## config.mk

```make
export PLATFORM = sky130hd
export DESIGN_NAME = range_finder_arbiter
export DESIGN_NICKNAME = d
export VERILOG_FILES = /design/src/rtl/range_finder_arbiter.sv
export SDC_FILE = /design/constraint.sdc
export NUM_CORES = 1
export LEC_CHECK = 0
export ABC_AREA = 0
export BUFFER_PORTS_ARGS = -buffer_cell sky130_fd_sc_hd__buf_4
export CORE_ASPECT_RATIO = 0.5
export CORE_UTILIZATION = 40
export DETAILED_ROUTE_END_ITERATION = 6
export PLACE_DENSITY = 0.59
export SLEW_MARGIN = 20
export SYNTH_ARGS = -nofsm -noshare
export SYNTH_HDL_FRONTEND = slang
export SYNTH_SLANG_ARGS = --single-unit
```

## constraint.sdc

```tcl
create_clock -name clk -period 10.2 [get_ports clk]
set_input_delay 1.02 -clock clk [delete_from_list [all_inputs] [get_ports clk]]
set_output_delay 1.02 -clock clk [all_outputs]
set_load 0.03 [all_outputs]
```

## src/rtl/range_finder_arbiter.sv

```systemverilog
// Round-robin shared min/max range engine: grants one requester per burst, tracks min/max/count
// of its samples and returns max-min with the owner id over a valid/ready result port.
module range_finder_arbiter #(
  parameter int WIDTH   = 16,
  parameter int NREQ    = 4,
  parameter int TIMEOUT = 64,
  localparam int IDW    = $clog2(NREQ)
) (
  input  logic                  clk,
  input  logic                  rst_n,
  input  logic [NREQ-1:0]       req,
  output logic [NREQ-1:0]       gnt,
  input  logic [NREQ-1:0]       s_valid,
  input  logic [NREQ*WIDTH-1:0] s_data,
  input  logic [NREQ-1:0]       s_last,
  output logic                  r_valid,
  input  logic                  r_ready,
  output logic [WIDTH-1:0]      r_range,
  output logic [IDW-1:0]        r_id,
  output logic [WIDTH-1:0]      r_count,
  output logic                  r_error
);

  localparam int TW = (TIMEOUT > 1) ? $clog2(TIMEOUT) : 1;
  localparam logic [TW-1:0] TO_LAST = TW'(TIMEOUT - 1);

  typedef enum logic [1:0] {IDLE, FIRST, RUN, RESULT} state_e;

  state_e           state_q, state_d;
  logic [IDW-1:0]   rr_q, rr_d, id_q, id_d;
  logic [NREQ-1:0]  gnt_q, gnt_d;
  logic [WIDTH-1:0] min_q, min_d, max_q, max_d, cnt_q, cnt_d;
  logic [TW-1:0]    idle_q, idle_d;
  logic             r_valid_q, r_valid_d, r_error_q, r_error_d;
  logic [WIDTH-1:0] r_range_q, r_range_d, r_count_q, r_count_d;
  logic [IDW-1:0]   r_id_q, r_id_d;

  logic             sv_s, sl_s, timeout_s;
  logic [WIDTH-1:0] smp_s, new_min_s, new_max_s, cnt_inc_s;
  logic [IDW:0]     pick_s;

  // Returns {found, id}: first set request at or after ptr, wrapping around.
  function automatic logic [IDW:0] pick_next(input logic [NREQ-1:0] r, input logic [IDW-1:0] ptr);
    logic [IDW:0] res;
    int           idx;
    res = '0;
    for (int i = NREQ - 1; i >= 0; i--) begin
      idx = (int'(ptr) + i) % NREQ;
      if (r[idx]) res = {1'b1, IDW'(idx)};
    end
    return res;
  endfunction

  assign pick_s    = pick_next(req, rr_q);
  assign sv_s      = s_valid[id_q];
  assign sl_s      = s_last[id_q];
  assign smp_s     = s_data[id_q*WIDTH +: WIDTH];
  assign new_min_s = (smp_s < min_q) ? smp_s : min_q;
  assign new_max_s = (smp_s > max_q) ? smp_s : max_q;
  assign cnt_inc_s = (cnt_q == {WIDTH{1'b1}}) ? cnt_q : cnt_q + WIDTH'(1);
  assign timeout_s = (TIMEOUT != 0) && !sv_s && (idle_q == TO_LAST);

  // Next-state logic for arbitration, burst tracking and the result port.
  always_comb begin
    state_d   = state_q;
    rr_d      = rr_q;
    id_d      = id_q;
    gnt_d     = gnt_q;
    min_d     = min_q;
    max_d     = max_q;
    cnt_d     = cnt_q;
    idle_d    = idle_q;
    r_valid_d = r_valid_q;
    r_range_d = r_range_q;
    r_id_d    = r_id_q;
    r_count_d = r_count_q;
    r_error_d = r_error_q;
    case (state_q)
      IDLE: begin
        if (pick_s[IDW]) begin
          id_d    = pick_s[IDW-1:0];
          gnt_d   = NREQ'(1) << pick_s[IDW-1:0];
          idle_d  = '0;
          state_d = FIRST;
        end else begin
          state_d = IDLE;
        end
      end
      FIRST, RUN: begin
        if (sv_s) begin
          min_d  = (state_q == FIRST) ? smp_s : new_min_s;
          max_d  = (state_q == FIRST) ? smp_s : new_max_s;
          cnt_d  = (state_q == FIRST) ? WIDTH'(1) : cnt_inc_s;
          idle_d = '0;
          if (sl_s) begin
            gnt_d     = '0;
            r_valid_d = 1'b1;
            r_id_d    = id_q;
            r_error_d = 1'b0;
            r_range_d = (state_q == FIRST) ? WIDTH'(0) : (new_max_s - new_min_s);
            r_count_d = (state_q == FIRST) ? WIDTH'(1) : cnt_inc_s;
            state_d   = RESULT;
          end else begin
            state_d = RUN;
          end
        end else if (timeout_s) begin
          // Abort: report samples seen so far (none if still waiting for the first one).
          gnt_d     = '0;
          r_valid_d = 1'b1;
          r_id_d    = id_q;
          r_error_d = 1'b1;
          r_range_d = '0;
          r_count_d = (state_q == FIRST) ? WIDTH'(0) : cnt_q;
          state_d   = RESULT;
        end else begin
          idle_d = idle_q + TW'(1);
        end
      end
      RESULT: begin
        if (r_ready) begin
          r_valid_d = 1'b0;
          rr_d      = (id_q == IDW'(NREQ - 1)) ? '0 : id_q + IDW'(1);
          state_d   = IDLE;
        end else begin
          state_d = RESULT;
        end
      end
      default: state_d = IDLE;
    endcase
  end

  // State and output registers.
  always_ff @(posedge clk or negedge rst_n) begin
    if (!rst_n) begin
      state_q   <= IDLE;
      rr_q      <= '0;
      id_q      <= '0;
      gnt_q     <= '0;
      min_q     <= '0;
      max_q     <= '0;
      cnt_q     <= '0;
      idle_q    <= '0;
      r_valid_q <= 1'b0;
      r_range_q <= '0;
      r_id_q    <= '0;
      r_count_q <= '0;
      r_error_q <= 1'b0;
    end else begin
      state_q   <= state_d;
      rr_q      <= rr_d;
      id_q      <= id_d;
      gnt_q     <= gnt_d;
      min_q     <= min_d;
      max_q     <= max_d;
      cnt_q     <= cnt_d;
      idle_q    <= idle_d;
      r_valid_q <= r_valid_d;
      r_range_q <= r_range_d;
      r_id_q    <= r_id_d;
      r_count_q <= r_count_d;
      r_error_q <= r_error_d;
    end
  end

  assign gnt     = gnt_q;
  assign r_valid = r_valid_q;
  assign r_range = r_range_q;
  assign r_id    = r_id_q;
  assign r_count = r_count_q;
  assign r_error = r_error_q;

endmodule
```

== Yosys cells after proc, flatten, opt, wreduce, memory -nomap -nowiden ==
Cells that the tools add are included.

* Register bits after elaboration: 100
* Bits of input ports: 79
* Output and inout bits: 40
* Logic and storage cells: 120

* Add/sub/neg operators: 7
* Magnitude comparators: 7
* Equality and inequality tests: 12
* Shift operators: 2
* Mux-type cells: 59
* Bitwise operators: 3
* Reductions and logical operators: 17

{| class="wikitable"
|+ Operators with widths
! cell !! number
|-
| 2-to-1 mux 16 bit || 14
|-
| indexed part select 64 x 7 -> 16 bit || 1
|-
| 2-to-1 mux 6 bit || 3
|-
| 2-to-1 mux 1 bit || 17
|-
| adder 16 x 1 -> 16 bit, second input constant || 1
|-
| == test 16 bit, second input constant || 1
|-
| greater-than comparator 16 bit || 1
|-
| < comparator 16 bit || 1
|-
| 2-to-1 mux 4 bit || 4
|-
| subtractor 16 bit || 1
|-
| 2-to-1 mux 2 bit || 7
|-
| binary-select mux 1 bit (select 2 bit) || 6
|-
| < comparator 3 x 4 -> 1 bit, second input constant || 3
|-
| 2-to-1 mux 3 bit || 4
|-
| one-hot mux 6 bit (2 select lines) || 1
|-
| != test 3 bit, second input constant || 3
|-
| one-hot mux 4 bit (2 select lines) || 1
|-
| AND reduction 4 bit || 2
|-
| OR reduction 2 bit || 4
|-
| adder 6 x 1 -> 6 bit, second input constant || 1
|-
| == test 2 bit, second input constant || 3
|-
| == test 6 bit, second input constant || 1
|-
| < comparator 2 x 3 -> 1 bit, second input constant || 2
|-
| one-hot mux 2 bit (3 select lines) || 1
|-
| 14 further kinds || 24
|}

== Logic depth before layout (Yosys ltp) ==
Gate-level depths: netlist of run 1.

* Depth in word-level cells: 13
* Gate-level depth with buffers: 23
* Depth with buffers taken out: 19

== Worst setup path after synthesis of run 1 ==
Ideal clock, no wire load.

* Kind: register to register
* Start point: reg id_q[0]
* End point: reg r_range_q[15], in the netlist r_range[15]
* Library setup time: 0.069 ns
* Arrival time: 5.769 ns
* Data required time: 10.131 ns
* Setup slack: 4.362 ns
* Cell stages (with the launch flop): 23
* Path buffers: 6
* Clock period less this slack: 5.838 ns
* Cell sequence: dfrtp_1 -> buf_6 -> buf_2 -> buf_1 -> mux4_2 -> ha_1 -> nand4_2 -> a211oi_2 -> o31ai_4 -> a31oi_4 -> buf_2 -> buf_2 -> clkbuf_1 -> o21ai_0 -> ha_1 -> a21o_1 -> a21oi_1 -> o221ai_1 -> o221ai_1 -> o211ai_1 -> a31oi_1 -> or4_1 -> nand3_1

* Cells in the longest elaborated chain, start to end: 7
* Elaborated cells on any way between the ends: 18
* Those cells by class: add/sub (1); order compare (2); eq/ne (1); shift (1); mux (9); reduce/logical (4)

{| class="wikitable"
|+ Ends and longest elaborated chain
! item !! RTL line !! RTL
|-
| start, declared || 30 || <nowiki>logic [IDW-1:0] rr_q, rr_d, id_q, id_d;</nowiki>
|-
| start signal, assigned || 151 || <nowiki>id_q <= id_d;</nowiki>
|-
| indexed part select 64 x 7 -> 16 bit || 57 || <nowiki>assign smp_s = s_data[id_q*WIDTH +: WIDTH];</nowiki>
|-
| greater-than comparator 16 bit / < comparator 16 bit (equally long branches) || 59, 58 ||
|-
| 2-to-1 mux 16 bit (on tied branches) || 59, 58 ||
|-
| subtractor 16 bit || 100 || <nowiki>r_range_d = (state_q == FIRST) ? WIDTH'(0) : (new_max_s - new_min_s);</nowiki>
|-
| 2-to-1 mux 16 bit || 100 ||
|-
| 2-to-1 mux 16 bit || 95 || <nowiki>if (sl_s) begin</nowiki>
|-
| 2-to-1 mux 16 bit || 90 || <nowiki>if (sv_s) begin</nowiki>
|-
| end signal, assigned || 158 || <nowiki>r_range_q <= r_range_d;</nowiki>
|-
| end, declared || 35 || <nowiki>logic [WIDTH-1:0] r_range_q, r_range_d, r_count_q, r_count_d;</nowiki>
|}

Parallel ways exist; a longest one is shown, timed or not. The select of a mux whose other input is x is not followed.
A chain may end at the register's enable or synchronous reset.

== Worst setup path in the final report of run 1 ==
* Start point: reg id_q[1]
* End point: reg r_range_q[15], in the netlist r_range[15]

The elaborated chain is that of the path after synthesis.

==> results of run 1 <==
## registers in the layout (all words and copies together), names as in the netlist, named ones only
signal / count
r_error: 1
r_id: 2
rr_q: 2
r_count: 16
state_q: 2
min_q: 15
r_range: 16
r_valid: 1
max_q: 16
id_q: 2
gnt: 4
idle_q: 6
cnt_q: 16
## logic make-up after synthesis
logic type	count (synthesis)
AND/OR/NAND/NOR	265
AO/OA/AOI/OAI	246
flip-flops	100
buffers and inverters	94
multiplexers	63
adder cells (fa/ha/maj)	46
XOR/XNOR	32
## cell usage after synthesis (5+ instances only)
cell type,n
a211oi_1,7
a21o_1,12
a21oi_1,51
a31oi_1,12
a32o_1,5
and2_1,6
and3_1,12
buf_1,6
buf_2,7
clkbuf_1,27
dfrtp_1,100
ha_1,45
inv_1,51
mux2_2,31
mux2i_1,15
mux4_2,16
nand2_1,111
nand2b_1,6
nand3_1,16
nand4_1,17
nor2_1,54
nor3_1,14
o211ai_1,8
o21a_1,5
o21ai_0,72
o22ai_1,5
o31ai_1,7
o32ai_1,5
xnor2_1,24
xor2_1,8
## per-layer routing
layer  global-route usage  vias to the layer above
li1                     -                     3309
met1                0.321                     3297
met2                0.357                      209
met3               0.0359                       28
met4               0.0547                        0
met5                    0                        -
## tightest hold or removal path, cell delays in order (launching register included)
cell     delay [ns]
dfrtp_1        0.35
nand2_1        0.06
o41ai_1        0.05
## final cells by class
type / count / area [um^2] / share of cell area
repair buffers: 126 / 946 / 0.106
clock buffers: 9 / 225 / 0.0252
well taps: 259 / 324 / 0.0363
flip-flops and latches: 100 / 2500 / 0.280
multi-input cells: 652 / 4670 / 0.523
inverters: 52 / 195 / 0.0218
clock inverters: 7 / 68.8 / 0.00770
## final timing paths
check | slack (ns) | start | cells after the start | endpoint
max in group asynchronous | 8.36 | rst_n | 2 | rr_q[1]$_DFFE_PN0P_
hold reg to reg | 0.49 | r_count[13]$_DFFE_PN0P_ | 2 | r_count[13]$_DFFE_PN0P_
hold / removal | 0.49 | r_count[13]$_DFFE_PN0P_ | 2 | r_count[13]$_DFFE_PN0P_
setup reg to reg | 4.37 | id_q[1]$_DFFE_PN0P_ | 18 | r_range[15]$_DFFE_PN0P_
min in group asynchronous | 0.59 | rst_n | 1 | r_range[5]$_DFFE_PN0P_
setup / recovery | 4.37 | id_q[1]$_DFFE_PN0P_ | 18 | r_range[15]$_DFFE_PN0P_
## through the flow
| step | setup WS, ns | cells | hold slack [ns] | instance area [um^2] | util |
|---|---|---|---|---|---|
| 4_1_cts | 4.43 | 1205 | 0.489 | 8930 | 0.485 |
| 5_1_grt | 4.07 | 1205 | 0.508 | 8930 | 0.485 |
| 2_1_floorplan | 4.36 | 846 | 0.464 | 7550 | - |
| 3_3_place_gp | 4.38 | 1189 | 0.464 | 8640 | 0.469 |
| 6_report | 4.37 | 1205 | 0.486 | 8930 | 0.485 |
| 3_5_place_dp | 4.31 | 1189 | 0.472 | 8640 | 0.469 |
==> impl_metrics.tcl, run 1 <==
set metrics [dict create \
    antennaDiodeCount 0 \
    port_buffers 118 \
    clkTransAtPathRegs_ns 0.08 \
    worstPathArrival_ns 6.12 \
    cts_resized 0 \
    ioPinCount 119 \
    tightest_slew_ns 1.00 \
    initial_utilization 0.409 \
    synthAdderAreaFrac 0.0772 \
    routedWlPerCell_um 17.8 \
    die_h_um 99.1 \
    status "finished, violations left" \
    layout_commonest_cell "buf_4" \
    violations "design-rule violations" \
    drc 2 \
    route.met3.wl_um 1140 \
    nNetsFinal 1066 \
    synth-seq-cells 100 \
    critPathBufInv 1 \
    synth-edff-count 0 \
    drtIter0Drc 510 \
    drtAntennaViolNets 0 \
    cts_tree "done" \
    antenna_found_initial 0 \
    area_growth_pct 18.4 \
    dr.pass1.iters 7 \
    syn-num-nets 971 \
    syn-cell-area_um2 7550 \
    grt_overflow 0 \
    htree_num_levels 3 \
    mostFrequentLayoutCells "buf_4, nand2_1, dfrtp_1" \
    clock-root-buffer "clkbuf_16" \
    crit_fanout 35 \
    numCtsBuffers 9 \
    core_um2 18400 \
    grt_pass1_wl_um 34600 \
    min_period_over_period 0.572 \
    critPathMostFrequentCell "o21ai_0" \
    clock_skew_ns 0.0147 \
    fmax_ghz 0.171 \
    fillCellCount 1753 \
    crit_slowest_cell "dfrtp_1" \
    cap_violations 0 \
    slew_violations 0 \
    die_area_um2 19500 \
    yosysWarnings 0 \
    grt_usage 0.225 \
    fin_crit_ns 5.83 \
    finalSetupViolCount 0 \
    synthCells 846 \
    synth_top_family_by_area "compound AO/OA/AOI/OAI gates" \
    clk-insertion-delay-late_ns 0.36 \
    top_layer_used "met4" \
    cp_cell_sequence "mux4_2 -> ha_1 -> o21ai_0 -> o21ai_0 -> o2111ai_1 -> a31oi_4 -> buf_4 -> nand2_1 -> o21ai_0 -> ha_1 -> a21o_1 -> a21oi_1 -> o221ai_1 -> o221ai_1 -> o211ai_1 -> a31oi_1 -> or4_1 -> nand3_1" \
    start_kind "flop" \
    holdBufCountCts 0 \
    synth.largest_area_cell "dfrtp_1" \
    cts_buffer_depth 2 \
    dp_hpwl_um 16100 \
    seq_area_frac_synth 0.332 \
    path_class "flop to flop" \
    hold_path.class "flop to flop" \
    drt-vias-per-instance 5.68 \
    synthTopCellsByArea "dfrtp_1, ha_1, nand2_1" \
    routed_wl_um 21400 \
    row_count 35 \
    yosysTopAreaCellShare 0.332 \
    place_congestion 0.940 \
    dr_total_vias 6843 \
    synth_flop_cell "dfrtp_1" \
    max_stage_delay_ns 1.00 \
    post-cts-setup-buffers 0 \
    die-width_um 196 \
    rsz0062_at_grt "no" \
    wl_met2_um 9610 \
    async_reset_ff_frac 1.00 \
    synth-simple-area-share 0.167 \
    grt_pass1_vias 6497 \
    synth_compound_gate_area_share 0.222 \
    crit_required_ns 10.49 \
    hold_viol 0 \
    cts.sinks 100 \
    grt_max_degree 71 \
    slew_headroom 0.330 \
    path_delay_family "compound AO/OA/AOI/OAI gates" \
    cp-end-kind "flop" \
    synthMuxAreaShare 0.116 \
    synthXorXnorAreaFrac 0.0371 \
    synth.distinct_cells 81 \
    fin_tns_setup_ns 0 \
    met1_length_um 10300 \
    synth_area_per_cell_um2 8.92 \
    layout-drive-gt1-share 0.224 \
]
Power of run 1 is left out: the tool's default activity adds up to more than one toggle a clock period on the data nets, which glitch-free logic cannot reach.
==> inputs of run 2 (changes only) <==
clock period = 5.5 ns   (was 10.2 ns; I/O delays follow)
==> impl_metrics.tcl, run 2 (synthesized netlist as in run 1, its figures left out) <==
set metrics [dict create \
    clk-insertion-delay-late_ns 0.37 \
    area_growth_pct 20.0 \
    clock-root-buffer "clkbuf_16" \
    antennaDiodeCount 0 \
    nNetsFinal 1079 \
    htree_num_levels 3 \
    crit_required_ns 5.76 \
    antenna_found_initial 0 \
    drt-vias-per-instance 5.70 \
    numCtsBuffers 9 \
    drtIter0Drc 480 \
    fmax_ghz 0.196 \
    worstPathArrival_ns 5.36 \
    cts_tree "done" \
    hold_path.class "primary input to async pin" \
    fin_crit_ns 5.10 \
    cp-end-kind "flop" \
    cts_resized 0 \
    dp_hpwl_um 16100 \
    path_class "flop to flop" \
    slew_violations 0 \
    holdBufCountCts 0 \
    clkTransAtPathRegs_ns 0.08 \
    cts_buffer_depth 2 \
    drc 0 \
    min_period_over_period 0.928 \
    slew_headroom 0.370 \
    grt_max_degree 57 \
    grt_pass1_vias 6604 \
    layout-drive-gt1-share 0.234 \
    crit_fanout 34 \
    layout_commonest_cell "buf_4" \
    r2r_start "id_q[0]$_DFFE_PN0P_" \
    finalSetupViolCount 0 \
    grt_pass1_wl_um 34900 \
    reg2reg_depth 15 \
    fin_tns_setup_ns 0 \
    ioPinCount 119 \
    grt_overflow 0 \
    routedWlPerCell_um 17.6 \
    place_congestion 0.921 \
    cts.sinks 100 \
    reg2reg_slack_ns 0.40 \
    drtAntennaViolNets 0 \
    rsz0062_at_grt "no" \
    row_count 35 \
    initial_utilization 0.409 \
    r2r_end "r_range[14]$_DFFE_PN0P_" \
    cap_violations 0 \
    mostFrequentLayoutCells "buf_4, nand2_1, dfrtp_1" \
    post-cts-setup-buffers 0 \
    die_area_um2 19500 \
    clock_skew_ns 0.0144 \
    grt_usage 0.228 \
    die_h_um 99.1 \
    utilization 0.491 \
    dr_total_vias 6931 \
    dr.pass1.iters 5 \
    port_buffers 118 \
    die-width_um 196 \
    hold_viol 0 \
    routed_wl_um 21400 \
    status "complete, no violations" \
    tightest_slew_ns 0.942 \
    start_kind "flop" \
    core_um2 18400 \
    fillCellCount 1788 \
]
run 2: final cells by class:
type / instances / area (um^2) / share of cell area
repair buffers: 139 / 1070 / 0.118
clock inverters: 5 / 62.6 / 0.00691
flip-flops and latches: 100 / 2500 / 0.276
well taps: 259 / 324 / 0.0358
clock buffers: 10 / 229 / 0.0253
multi-input cells: 652 / 4680 / 0.516
inverters: 52 / 195 / 0.0215
run 2: per-stage QoR:
step / setup WS, ns / hold slack, ns / cell area (um^2) / cells
CTS: 0.304 / 0.290 / 9050 / 1217
finish: 0.396 / 0.249 / 9060 / 1217
global route: 0.0755 / 0.328 / 9060 / 1217
floorplan: 0.00575 / 0.254 / 7550 / 846
detailed placement: 0.302 / 0.471 / 8760 / 1202
global placement: 0.342 / 0.467 / 8760 / 1202
run 2: how the worst max path moves through the flow:
stage                              from                      end  slack [ns]  depth (start not counted)
floorplan           id_q[0]$_DFFE_PN0P_  r_range[15]$_DFFE_PN0P_       0.006                         22
global placement             s_data[58]  r_range[14]$_DFFE_PN0P_        0.34                         15
detailed placement           s_data[58]  r_range[14]$_DFFE_PN0P_        0.30                         15
CTS                 id_q[0]$_DFFE_PN0P_  r_range[14]$_DFFE_PN0P_        0.30                         15
global route        id_q[0]$_DFFE_PN0P_  r_range[14]$_DFFE_PN0P_        0.08                         15
finish              id_q[0]$_DFFE_PN0P_  r_range[14]$_DFFE_PN0P_        0.40                         15
run 2: routing by layer:
metal | up-vias | track usage | share of wire
met4 | 0 | 0.0493 | 0.013
li1 | 3336 | - | -
met5 | - | 0 | 0
met2 | 181 | 0.371 | 0.47
met3 | 23 | 0.0383 | 0.045
met1 | 3391 | 0.319 | 0.48
run 2: worst max-delay path: stages (launching register included):
cell       delay (ns)
dfrtp_1          0.39
buf_12           0.19
mux4_2           0.66
ha_1             0.35
nand4_1          0.20
a211oi_2         0.28
o31ai_4          0.17
a31oi_4          0.22
buf_4            0.39
mux2i_2          0.41
mux2_4           0.35
or2_4            0.24
a41o_1           0.29
a2111oi_0        0.44
nor3_1           0.10
a221o_1          0.29
Power of run 2 is left out for the same reason.
